**config.mk**
```make
export PLATFORM = sky130hd
export DESIGN_NAME = book_update_arbiter
export DESIGN_NICKNAME = d
export VERILOG_FILES = /design/src/rtl/book_pkg.sv /design/src/rtl/rr_arbiter.sv /design/src/rtl/book_update_arbiter.sv
export SDC_FILE = /design/constraint.sdc
export NUM_CORES = 1
export LEC_CHECK = 0
export ABC_AREA = 1
export BUFFER_PORTS_ARGS = -buffer_cell sky130_fd_sc_hd__buf_2
export CAP_MARGIN = 10
export CORE_AREA = 2 2 214 216
export CTS_CLUSTER_DIAMETER = 60
export DETAILED_ROUTE_END_ITERATION = 6
export DIE_AREA = 0 0 216 218
export PLACE_DENSITY_LB_ADDON = 0.15
export SYNTH_ARGS = -nofsm -noshare
export SYNTH_HDL_FRONTEND = slang
export SYNTH_HIERARCHICAL = 1
export SYNTH_SLANG_ARGS = --single-unit
```
**constraint.sdc**
```tcl
create_clock -name clk -period 8.1 [get_ports clk]
set_clock_uncertainty 0.1 [all_clocks]
set_input_delay 0 -clock clk [delete_from_list [all_inputs] [get_ports clk]]
set_output_delay 0 -clock clk [all_outputs]
set_load 0.05 [all_outputs]
```
**src/rtl/book_pkg.sv**
```systemverilog
// Shared types and default widths for the book update path.
package book_pkg;

    localparam int DEF_PRICE_W = 48;
    localparam int DEF_QTY_W   = 32;

    // One book update as seen by a sorted price cache (default widths).
    typedef struct packed {
        logic                   is_ask;
        logic [DEF_PRICE_W-1:0] price;
        logic [DEF_QTY_W-1:0]   qty;
    } book_upd_t;

    // Quiesce FSM: RUN grants freely, DRAIN lets the issue stage empty,
    // HALTED reports a quiet book to software.
    typedef enum logic [1:0] {
        RUN    = 2'd0,
        DRAIN  = 2'd1,
        HALTED = 2'd2
    } arb_state_e;

endpackage

```
**src/rtl/rr_arbiter.sv**
```systemverilog
// Round-robin arbiter: the search starts one past the last winner and wraps.
// The pointer moves to the winner only on a grant, so requester 0 has first
// priority after reset (pointer resets to N-1).
module rr_arbiter #(
    parameter int N     = 4,
    localparam int IDX_W = $clog2(N)
) (
    input  logic             clk,
    input  logic             rstn,
    input  logic [N-1:0]     req_i,
    input  logic             en_i,
    output logic [N-1:0]     grant_o,
    output logic [IDX_W-1:0] grant_idx_o
);

    logic [IDX_W-1:0] ptr_q;
    logic [IDX_W-1:0] ptr_d;
    logic [IDX_W:0]   sum;
    logic [IDX_W-1:0] cand;
    logic             found;

    // Rotating priority search; one extra bit in sum handles the wrap for any N.
    always_comb begin
        grant_o     = '0;
        grant_idx_o = '0;
        found       = 1'b0;
        sum         = '0;
        cand        = '0;
        for (int k = 1; k <= N; k++) begin
            sum = {1'b0, ptr_q} + (IDX_W+1)'(k);
            if (sum >= (IDX_W+1)'(N)) begin
                sum = sum - (IDX_W+1)'(N);
            end
            cand = sum[IDX_W-1:0];
            if (en_i && !found && req_i[cand]) begin
                found         = 1'b1;
                grant_o[cand] = 1'b1;
                grant_idx_o   = cand;
            end
        end
        ptr_d = found ? grant_idx_o : ptr_q;
    end

    // Pointer register: holds the index of the last winner.
    always_ff @(posedge clk or negedge rstn) begin
        if (!rstn) begin
            ptr_q <= IDX_W'(N - 1);
        end else begin
            ptr_q <= ptr_d;
        end
    end

endmodule

```
**src/rtl/book_update_arbiter.sv**
```systemverilog
// Book update arbiter: picks one feed-handler update per cycle round-robin,
// registers it into a single-cycle strobe toward the bid or ask cache, offers
// a halt/drain handshake, and watches both caches' best levels for
// top-of-book changes and crossed-book errors.
//
// Handshake: requester i transfers in a cycle where req_valid[i] and
// req_ready[i] are both 1; req_ready is one-hot or zero and depends only on
// req_valid, the round-robin pointer, the FSM state and halt_req. The caches
// always accept, so strobes never stall.
module book_update_arbiter
    import book_pkg::*;
#(
    parameter int NUM_REQ = 4,
    parameter int PRICE_W = DEF_PRICE_W,
    parameter int QTY_W   = DEF_QTY_W,
    parameter int CNT_W   = 32,
    localparam int SRC_W  = $clog2(NUM_REQ)
) (
    input  logic                       clk,
    input  logic                       rstn,
    input  logic [NUM_REQ-1:0]         req_valid,
    output logic [NUM_REQ-1:0]         req_ready,
    input  logic [NUM_REQ-1:0]         req_is_ask,
    input  logic [NUM_REQ*PRICE_W-1:0] req_price,
    input  logic [NUM_REQ*QTY_W-1:0]   req_qty,
    input  logic                       halt_req,
    output logic                       halted,
    output logic                       bid_upd_valid,
    output logic                       ask_upd_valid,
    output logic [PRICE_W-1:0]         upd_price,
    output logic [QTY_W-1:0]           upd_qty,
    output logic [SRC_W-1:0]           upd_src,
    input  logic [PRICE_W-1:0]         bid_best_price,
    input  logic                       bid_best_valid,
    input  logic [PRICE_W-1:0]         ask_best_price,
    input  logic                       ask_best_valid,
    output logic                       bid_top_chg,
    output logic                       ask_top_chg,
    output logic                       crossed,
    output logic                       crossed_err,
    input  logic                       clr_err,
    output logic [CNT_W-1:0]           upd_count,
    output logic [1:0]                 dbg_state
);

    arb_state_e         state_q, state_d;
    logic               grant_en;
    logic [NUM_REQ-1:0] grant;
    logic [SRC_W-1:0]   grant_idx;
    logic               xfer;

    logic               strobe_q, strobe_d;
    logic               is_ask_q, is_ask_d;
    logic [PRICE_W-1:0] price_q, price_d;
    logic [QTY_W-1:0]   qty_q, qty_d;
    logic [SRC_W-1:0]   src_q, src_d;
    logic [CNT_W-1:0]   cnt_q, cnt_d;
    logic               err_q, err_d;

    // Grants only while running and not asked to halt, so the cycle halt_req
    // first rises already blocks new work.
    assign grant_en = (state_q == RUN) && !halt_req;

    rr_arbiter #(.N(NUM_REQ)) u_rr (
        .clk         (clk),
        .rstn        (rstn),
        .req_i       (req_valid),
        .en_i        (grant_en),
        .grant_o     (grant),
        .grant_idx_o (grant_idx)
    );

    assign req_ready = grant;
    assign xfer      = |(req_valid & req_ready);

    // Issue stage next-state: capture the winner's payload; the count tracks
    // strobes, so it already includes the strobe being presented.
    always_comb begin
        strobe_d = xfer;
        is_ask_d = is_ask_q;
        price_d  = price_q;
        qty_d    = qty_q;
        src_d    = src_q;
        cnt_d    = cnt_q;
        if (xfer) begin
            src_d = grant_idx;
            cnt_d = cnt_q + CNT_W'(1);
            for (int i = 0; i < NUM_REQ; i++) begin
                if (grant[i]) begin
                    is_ask_d = req_is_ask[i];
                    price_d  = req_price[i*PRICE_W +: PRICE_W];
                    qty_d    = req_qty[i*QTY_W +: QTY_W];
                end
            end
        end
    end

    // Issue stage registers; reset drops any pending strobe.
    always_ff @(posedge clk or negedge rstn) begin
        if (!rstn) begin
            strobe_q <= 1'b0;
            is_ask_q <= 1'b0;
            price_q  <= '0;
            qty_q    <= '0;
            src_q    <= '0;
            cnt_q    <= '0;
        end else begin
            strobe_q <= strobe_d;
            is_ask_q <= is_ask_d;
            price_q  <= price_d;
            qty_q    <= qty_d;
            src_q    <= src_d;
            cnt_q    <= cnt_d;
        end
    end

    assign bid_upd_valid = strobe_q && !is_ask_q;
    assign ask_upd_valid = strobe_q && is_ask_q;
    assign upd_price     = price_q;
    assign upd_qty       = qty_q;
    assign upd_src       = src_q;
    assign upd_count     = cnt_q;

    // Quiesce FSM next state: DRAIN waits for the issue stage to empty.
    always_comb begin
        state_d = state_q;
        case (state_q)
            RUN: begin
                if (halt_req) state_d = DRAIN;
            end
            DRAIN: begin
                if (!halt_req)     state_d = RUN;
                else if (!strobe_q) state_d = HALTED;
            end
            HALTED: begin
                if (!halt_req) state_d = RUN;
            end
            default: state_d = RUN;
        endcase
    end

    // Quiesce FSM state register.
    always_ff @(posedge clk or negedge rstn) begin
        if (!rstn) begin
            state_q <= RUN;
        end else begin
            state_q <= state_d;
        end
    end

    assign halted    = (state_q == HALTED);
    assign dbg_state = state_q;

    // Top-of-book monitor, one copy per side (0 = bid, 1 = ask).
    logic [1:0]              cur_v;
    logic [1:0][PRICE_W-1:0] cur_p;
    logic [1:0]              top_chg;

    assign cur_v = {ask_best_valid, bid_best_valid};
    assign cur_p = {ask_best_price, bid_best_price};

    for (genvar s = 0; s < 2; s++) begin : g_top
        logic               prev_v_q;
        logic [PRICE_W-1:0] prev_p_q;
        logic               chg_q;
        logic               chg_d;

        // A change is a validity flip, or a price move between two valid samples.
        always_comb begin
            chg_d = (cur_v[s] != prev_v_q) ||
                    (cur_v[s] && prev_v_q && (cur_p[s] != prev_p_q));
        end

        // Sample the best level every cycle and register the change pulse.
        always_ff @(posedge clk or negedge rstn) begin
            if (!rstn) begin
                prev_v_q <= 1'b0;
                prev_p_q <= '0;
                chg_q    <= 1'b0;
            end else begin
                prev_v_q <= cur_v[s];
                prev_p_q <= cur_p[s];
                chg_q    <= chg_d;
            end
        end

        assign top_chg[s] = chg_q;
    end

    assign bid_top_chg = top_chg[0];
    assign ask_top_chg = top_chg[1];

    // Crossed book: both sides valid and the best bid reaches the best ask.
    assign crossed = bid_best_valid && ask_best_valid &&
                     (bid_best_price >= ask_best_price);

    // Sticky error next state: a live cross beats a simultaneous clear.
    always_comb begin
        err_d = err_q;
        if (crossed)      err_d = 1'b1;
        else if (clr_err) err_d = 1'b0;
    end

    // Sticky error register.
    always_ff @(posedge clk or negedge rstn) begin
        if (!rstn) begin
            err_q <= 1'b0;
        end else begin
            err_q <= err_d;
        end
    end

    assign crossed_err = err_q;

endmodule

```
# Word level (Yosys, flattened, before mapping)
# Cells that the tools add are included.
# classes
add_sub_neg,9
reduce_logical,33
bitwise_logic,4
muxes,51
n_lt_le_gt_ge,13
eq_ne,9
# ops
operator,count
$mux 48,4
$mux 32,4
$ne 48x48->1,2
$ge 48x48->1,1
$add 32x1->32 const B,1
$mux 2,12
$logic_and 1x1->1,20
$mux 1,18
$mux 4,4
$ge 3x3->1 const B,4
$lt 2x3->1 const B,4
$or 4x4->4,3
$bmux 1 s2,4
$demux 1 s2,4
$ge 2x1->1 const B,4
$sub 2x1->2 const B,4
$add 2x2->3 const B,2
$pmux 2 s3,1
$logic_not 1->1,5
$and 4x4->4,1
$ne 2x2->1 const B,2
$reduce_bool 4->1,1
$reduce_or 4->1,1
$add 2x1->3 const B,1
other kinds (10),12
# word_totals
input_bits,430
regBits,221
output_inout_bits,127
elab_cells,134

# Logic depth before layout (Yosys ltp)
# logic_depth
ltp_word,23
mapped_depth,21
depth_no_buf,19

# By module
# Netlist, hierarchy kept.
# modules_own_cells
module,cells_per_inst,area_per_inst_um2,n_inst,seq_area_each_um2
book_update_arbiter,1608,12624.6,1,5480.3
rr_arbiter,101,646.9,1,52.6

# Worst setup path before layout
# OpenSTA, ideal clock, no wires.
# synth_timing
path_kind,reg-to-reg
start,"reg state_q[0], in the netlist dbg_state[0]"
end,"reg cnt_q[31], in the netlist upd_count[31]"
path_buffers,1
setup_ps,119
required_ps,7881
synth_period_minus_slack_ps,3560
t_arrival_ps,3341
stages_incl_launch_ff,16
slack_ps,4540
cell_sequence,dfrtp_1 nor3_1 inv_1 nor2_1 nand4_1 nand2_1 buf_4 inv_2 o22ai_4 nor2_8 nor2_4 nand2_2 nor2_4 nand2_1 nand2_1 nand2_1
# synth_between
elab_chain_len,18
word_cells_on_any_way,24
classes_between,mux (7); bitwise (4); reduce/logical (13)
# synth_rtl
item,line,source
start: declaration,book_update_arbiter.sv:46,"arb_state_e state_q, state_d;"
start signal: assignment,book_update_arbiter.sv:147,state_q <= state_d;
$logic_not 2->1 (*),book_update_arbiter.sv:62,assign grant_en = (state_q == RUN) && !halt_req;
$logic_and 1x1->1 (*),book_update_arbiter.sv:62,
named net grant_en,book_update_arbiter.sv:47,logic grant_en;
$logic_and 1x1->1,rr_arbiter.sv:35,if (en_i && !found && req_i[cand]) begin
$mux 1,rr_arbiter.sv:35,
$logic_not 1->1,rr_arbiter.sv:35,
$logic_and 1x1->1 (2 in a row),rr_arbiter.sv:35,
$mux 1,rr_arbiter.sv:35,
$logic_not 1->1,rr_arbiter.sv:35,
$logic_and 1x1->1 (2 in a row),rr_arbiter.sv:35,
$mux 1,rr_arbiter.sv:35,
$logic_not 1->1,rr_arbiter.sv:35,
$logic_and 1x1->1 (2 in a row),rr_arbiter.sv:35,
$mux 4 (*),rr_arbiter.sv:35,
named net req_ready[2],book_update_arbiter.sv:22,"output logic [NUM_REQ-1:0] req_ready,"
$and 4x4->4 (*),book_update_arbiter.sv:74,assign xfer = |(req_valid & req_ready);
$reduce_or 4->1 (*),book_update_arbiter.sv:74,
end signal: assignment,book_update_arbiter.sv:113,cnt_q <= cnt_d;
end: declaration,book_update_arbiter.sv:57,"logic [CNT_W-1:0] cnt_q, cnt_d;"
# The timed path passes the listed nets; every way through them passes the cells marked *.
# A chain may end at the register's enable or synchronous reset.

# Worst setup path in the final report
# layout_timing
start,"reg state_q[0], in the netlist dbg_state[0]"
end,"reg price_q[10], in the netlist upd_price[10]"
# layout_between
elab_chain_len,19
word_cells_on_any_way,29
classes_between,mux (10); bitwise (4); reduce/logical (15)
# layout_rtl
item,line,source
$logic_not 2->1 (*),book_update_arbiter.sv:62,
$logic_and 1x1->1 (*),book_update_arbiter.sv:62,
named net grant_en,book_update_arbiter.sv:47,
$logic_and 1x1->1,rr_arbiter.sv:35,
$mux 1,rr_arbiter.sv:35,
$logic_not 1->1,rr_arbiter.sv:35,
$logic_and 1x1->1 (2 in a row),rr_arbiter.sv:35,
$mux 1,rr_arbiter.sv:35,
$logic_not 1->1,rr_arbiter.sv:35,
$logic_and 1x1->1 (2 in a row),rr_arbiter.sv:35,
$mux 1,rr_arbiter.sv:35,
$logic_not 1->1,rr_arbiter.sv:35,
$logic_and 1x1->1 (2 in a row),rr_arbiter.sv:35,
$mux 4 (*),rr_arbiter.sv:35,
$and 4x4->4 / $mux 48 (equally long branches),"book_update_arbiter.sv:74, book_update_arbiter.sv:89",
$reduce_or 4->1 / $mux 48 (equally long branches),"book_update_arbiter.sv:74, book_update_arbiter.sv:89",
$reduce_and 2->1 (no line) / $mux 48 (equally long branches),--,
end signal: assignment,book_update_arbiter.sv:110,price_q <= price_d;
end: declaration,book_update_arbiter.sv:54,"logic [PRICE_W-1:0] price_q, price_d;"
# Marks and branches as above.

==> run metrics <==
RePlAce Congestion between 0.8 and 0.9; outcome finished, violations left; first-pass GRT wire length 84,800 um; Max Cap Viol 0; area of the multi-input gates 6890 um^2; Placeable Area 44,900 um^2; CP required 8.47 ns; top cells by instance count after synthesis nand2_1, nor2_1, dfrtp_1, inv_1, nand3_1; WP buf/inv 4; post-route ant nets 0; Seq cells post-synth 221; Peak VDD IR between 0.2 and 0.25 mV; DR WL/cell about 17 um; Slew @ Worst Pin 1.06 ns; Tot GR Track Use 0.230; HP Class in -> async; largest delay contributor family on the critical path simple AND/OR/NAND/NOR gates; CP max stage delay 0.86 ns; count of cell types in the netlist 43; count leader, synth nand2_1; CTS Root Cell clkbuf_16; post-synthesis cell count 1,709; port bufs 556; Vias per Instance between 4 and 5; drt initial violations between 900 and 1,000; site row count 78; Period minus WS final between 5 and 6 ns; endpoints failing hold 9; htree depth 1; largest net degree at the start of global routing 92; share of layout cells above drive strength 1 0.262; initial antenna violation count 11; Synth area leaders dfrtp_1, nand2_1, nor2_1; Worst EP arrival between 5 and 6 ns; clk_lat worst skew 0.58 ns; Register Area 5530 um^2; Final Cycle Share 0.626; initial core utilization 0.296; P&R area growth vs syn 57.7%; post-synthesis sequential area ratio 0.417; number of global-route vias before repair 15,500; top-area cell type share of the netlist area 0.413; via count 14,800; CTS sink cnt 221; CP endpoint kind register; # DRC 0; Syn Area/Cell approximately 7.8 um^2; Peak Freq 197 MHz; die area 47,100 um^2; dpl hpwl 40,600 um; Netlist Area Pre-Place 13,300 um^2; failing checks negative hold slack; Setup CP Type reg -> reg; Leak approximately 0.010 uW; Top-Level Pins 557; WHS -0.00441 ns; clock tree from TritonCTS yes; drt pass-1 iters 5; DRT Wirelength 55,200 um; GR Overflow Total 0; critical path cell sequence nor3_1, inv_1, nor2_1, nand4_1, nand2_4, inv_4, nand2_4, buf_4, o311ai_0, dlygate4sd3_1, nand2_1, nand2_1; CP max FO 83; Fillers 4,551; Crit-path slowest cell nor3_1; Critical Path Start Type register; Pwr per Cell Area 335 nW/um^2; Syn Nets 2,198; largest area contributor in the netlist dfrtp_1; Synth Flop Type dfrtp_1; Setup Buffers After CTS 0; Post-synth EDFFs 0; RSZ-0062 raised after global routing no; TNS Setup 0 ns; final count of pins violating max slew 0; Die Span Y 218 um; Worst slew margin 0.289; clock-pin slew on the worst setup and hold paths 0.06 ns; die width ~220 um; Final Total Pwr 7010 uW; Post-synth ARST share 1.00; Layout Nets 3,048; setup violators final 0; synth warn 6; total CTS buffers 31; CTS max path bufs 3
[where the power goes]
part,switching [uW],internal [uW]
Combinational,2620,1370
Sequential,186,1380
Clock,541,909
[worst paths after layout]
check	from	endpoint	slack (ns)	cells past startpoint
setup reg to reg	dbg_state[0]	upd_price[10]	3.03	12
hold / removal	rstn	g_top[0].prev_p_q[28]	-0.004	3
min in group clk	req_valid[3]	u_rr/ptr_q[0]	0.02	8
max in group asynchronous	rstn	upd_price[18]	7.00	3
setup / recovery	dbg_state[0]	upd_price[10]	3.03	12
hold reg to reg	upd_price[13]	upd_price[13]	0.37	2
[metal layers]
metal  vias up  global-route usage  share of wire
met5         -                   0              0
met4         0              0.0954          0.041
met3       105              0.0356          0.049
met2       465               0.420           0.51
met1      7009               0.268           0.40
li1       7259                   -              -
[worst reg2reg max path, stage by stage (launching register included)]
cell and delay (ns):
dfrtp_1 0.41, nor3_1 0.86, inv_1 0.29, nor2_1 0.43, nand4_1 0.22, nand2_4 0.13
inv_4 0.31, nand2_4 0.27, buf_4 0.60, o311ai_0 0.53, dlygate4sd3_1 0.68, nand2_1 0.08
nand2_1 0.06
[area by class of cell]
cell class,instances,area share
Sequential cell,221,0.264
Timing Repair Buffer,891,0.293
Inverter,126,0.0232
Clock inverter,15,0.0103
Tap cell,600,0.0359
Multi-Input combinational cell,1288,0.329
Clock buffer,42,0.0429
Antenna cell,8,0.000957
[state kept, by name (all words and copies together), names as in the netlist]
signal and flops:
upd_count 32, u_rr/ptr_q 2, is_ask_q 1, g_top.prev_p_q 96, bid_top_chg 1, crossed_err 1, dbg_state 2, strobe_q 1
upd_src 2, g_top.prev_v_q 2, ask_top_chg 1, upd_qty 32, upd_price 48
[repair_timing]
item | 4_1_cts | 5_1_grt
endpoints found under the hold margin | 277 | 0
gates resized for setup | 0 | 0
hold buffers | 326 | 0
[stage by stage]
step / utilization / setup slack [ns] / hold slack (ns) / cell area [um^2] / cells
finish: 0.466 / 3.03 / -0.00441 / 20900 / 3191
global route: 0.466 / 2.76 / 0.00718 / 20900 / 3188
CTS: 0.466 / 3.14 / 0.0000945 / 20900 / 3183
detailed placement: 0.368 / 3.16 / -0.0100 / 16500 / 2800
global placement: 0.368 / 3.27 / -0.0111 / 16500 / 2800
floorplan: - / 4.54 / -0.396 / 13300 / 1709
[logic make-up (layout without fill, tap and decap cells)]
logic type	count (synthesis)	count (layout)	share of synthesized area
other	0	8	0
DFF	221	221	0.417
and+or+nand+nor	990	990	0.313
buffers and inverters	200	1074	0.0659
AOI/OAI and AO/OA	128	128	0.0756
xor gates and xnor gates	111	111	0.0733
adders and majority gates	59	59	0.0556
[layout by cell type, fill, tap and decap left out, types with 4 or more instances in the layout]
| master | count |
|---|---|
| a21oi_1 | 21 |
| buf_2 | 555 |
| buf_4 | 9 |
| bufinv_16 | 4 |
| clkbuf_16 | 31 |
| clkbuf_8 | 8 |
| clkinv_2 | 4 |
| dfrtp_1 | 219 |
| diode_2 | 8 |
| dlygate4sd3_1 | 325 |
| ha_1 | 59 |
| inv_1 | 116 |
| inv_2 | 6 |
| nand2_1 | 548 |
| nand2_2 | 8 |
| nand2_4 | 7 |
| nand3_1 | 116 |
| nand3b_1 | 4 |
| nand4_1 | 19 |
| nor2_1 | 236 |
| nor3_1 | 25 |
| nor3_2 | 4 |
| o21ai_0 | 15 |
| o311ai_0 | 68 |
| o311ai_1 | 13 |
| or2_2 | 10 |
| xnor2_1 | 74 |
| xor2_1 | 37 |
Note: power is estimated with default switching activity, not from simulation.
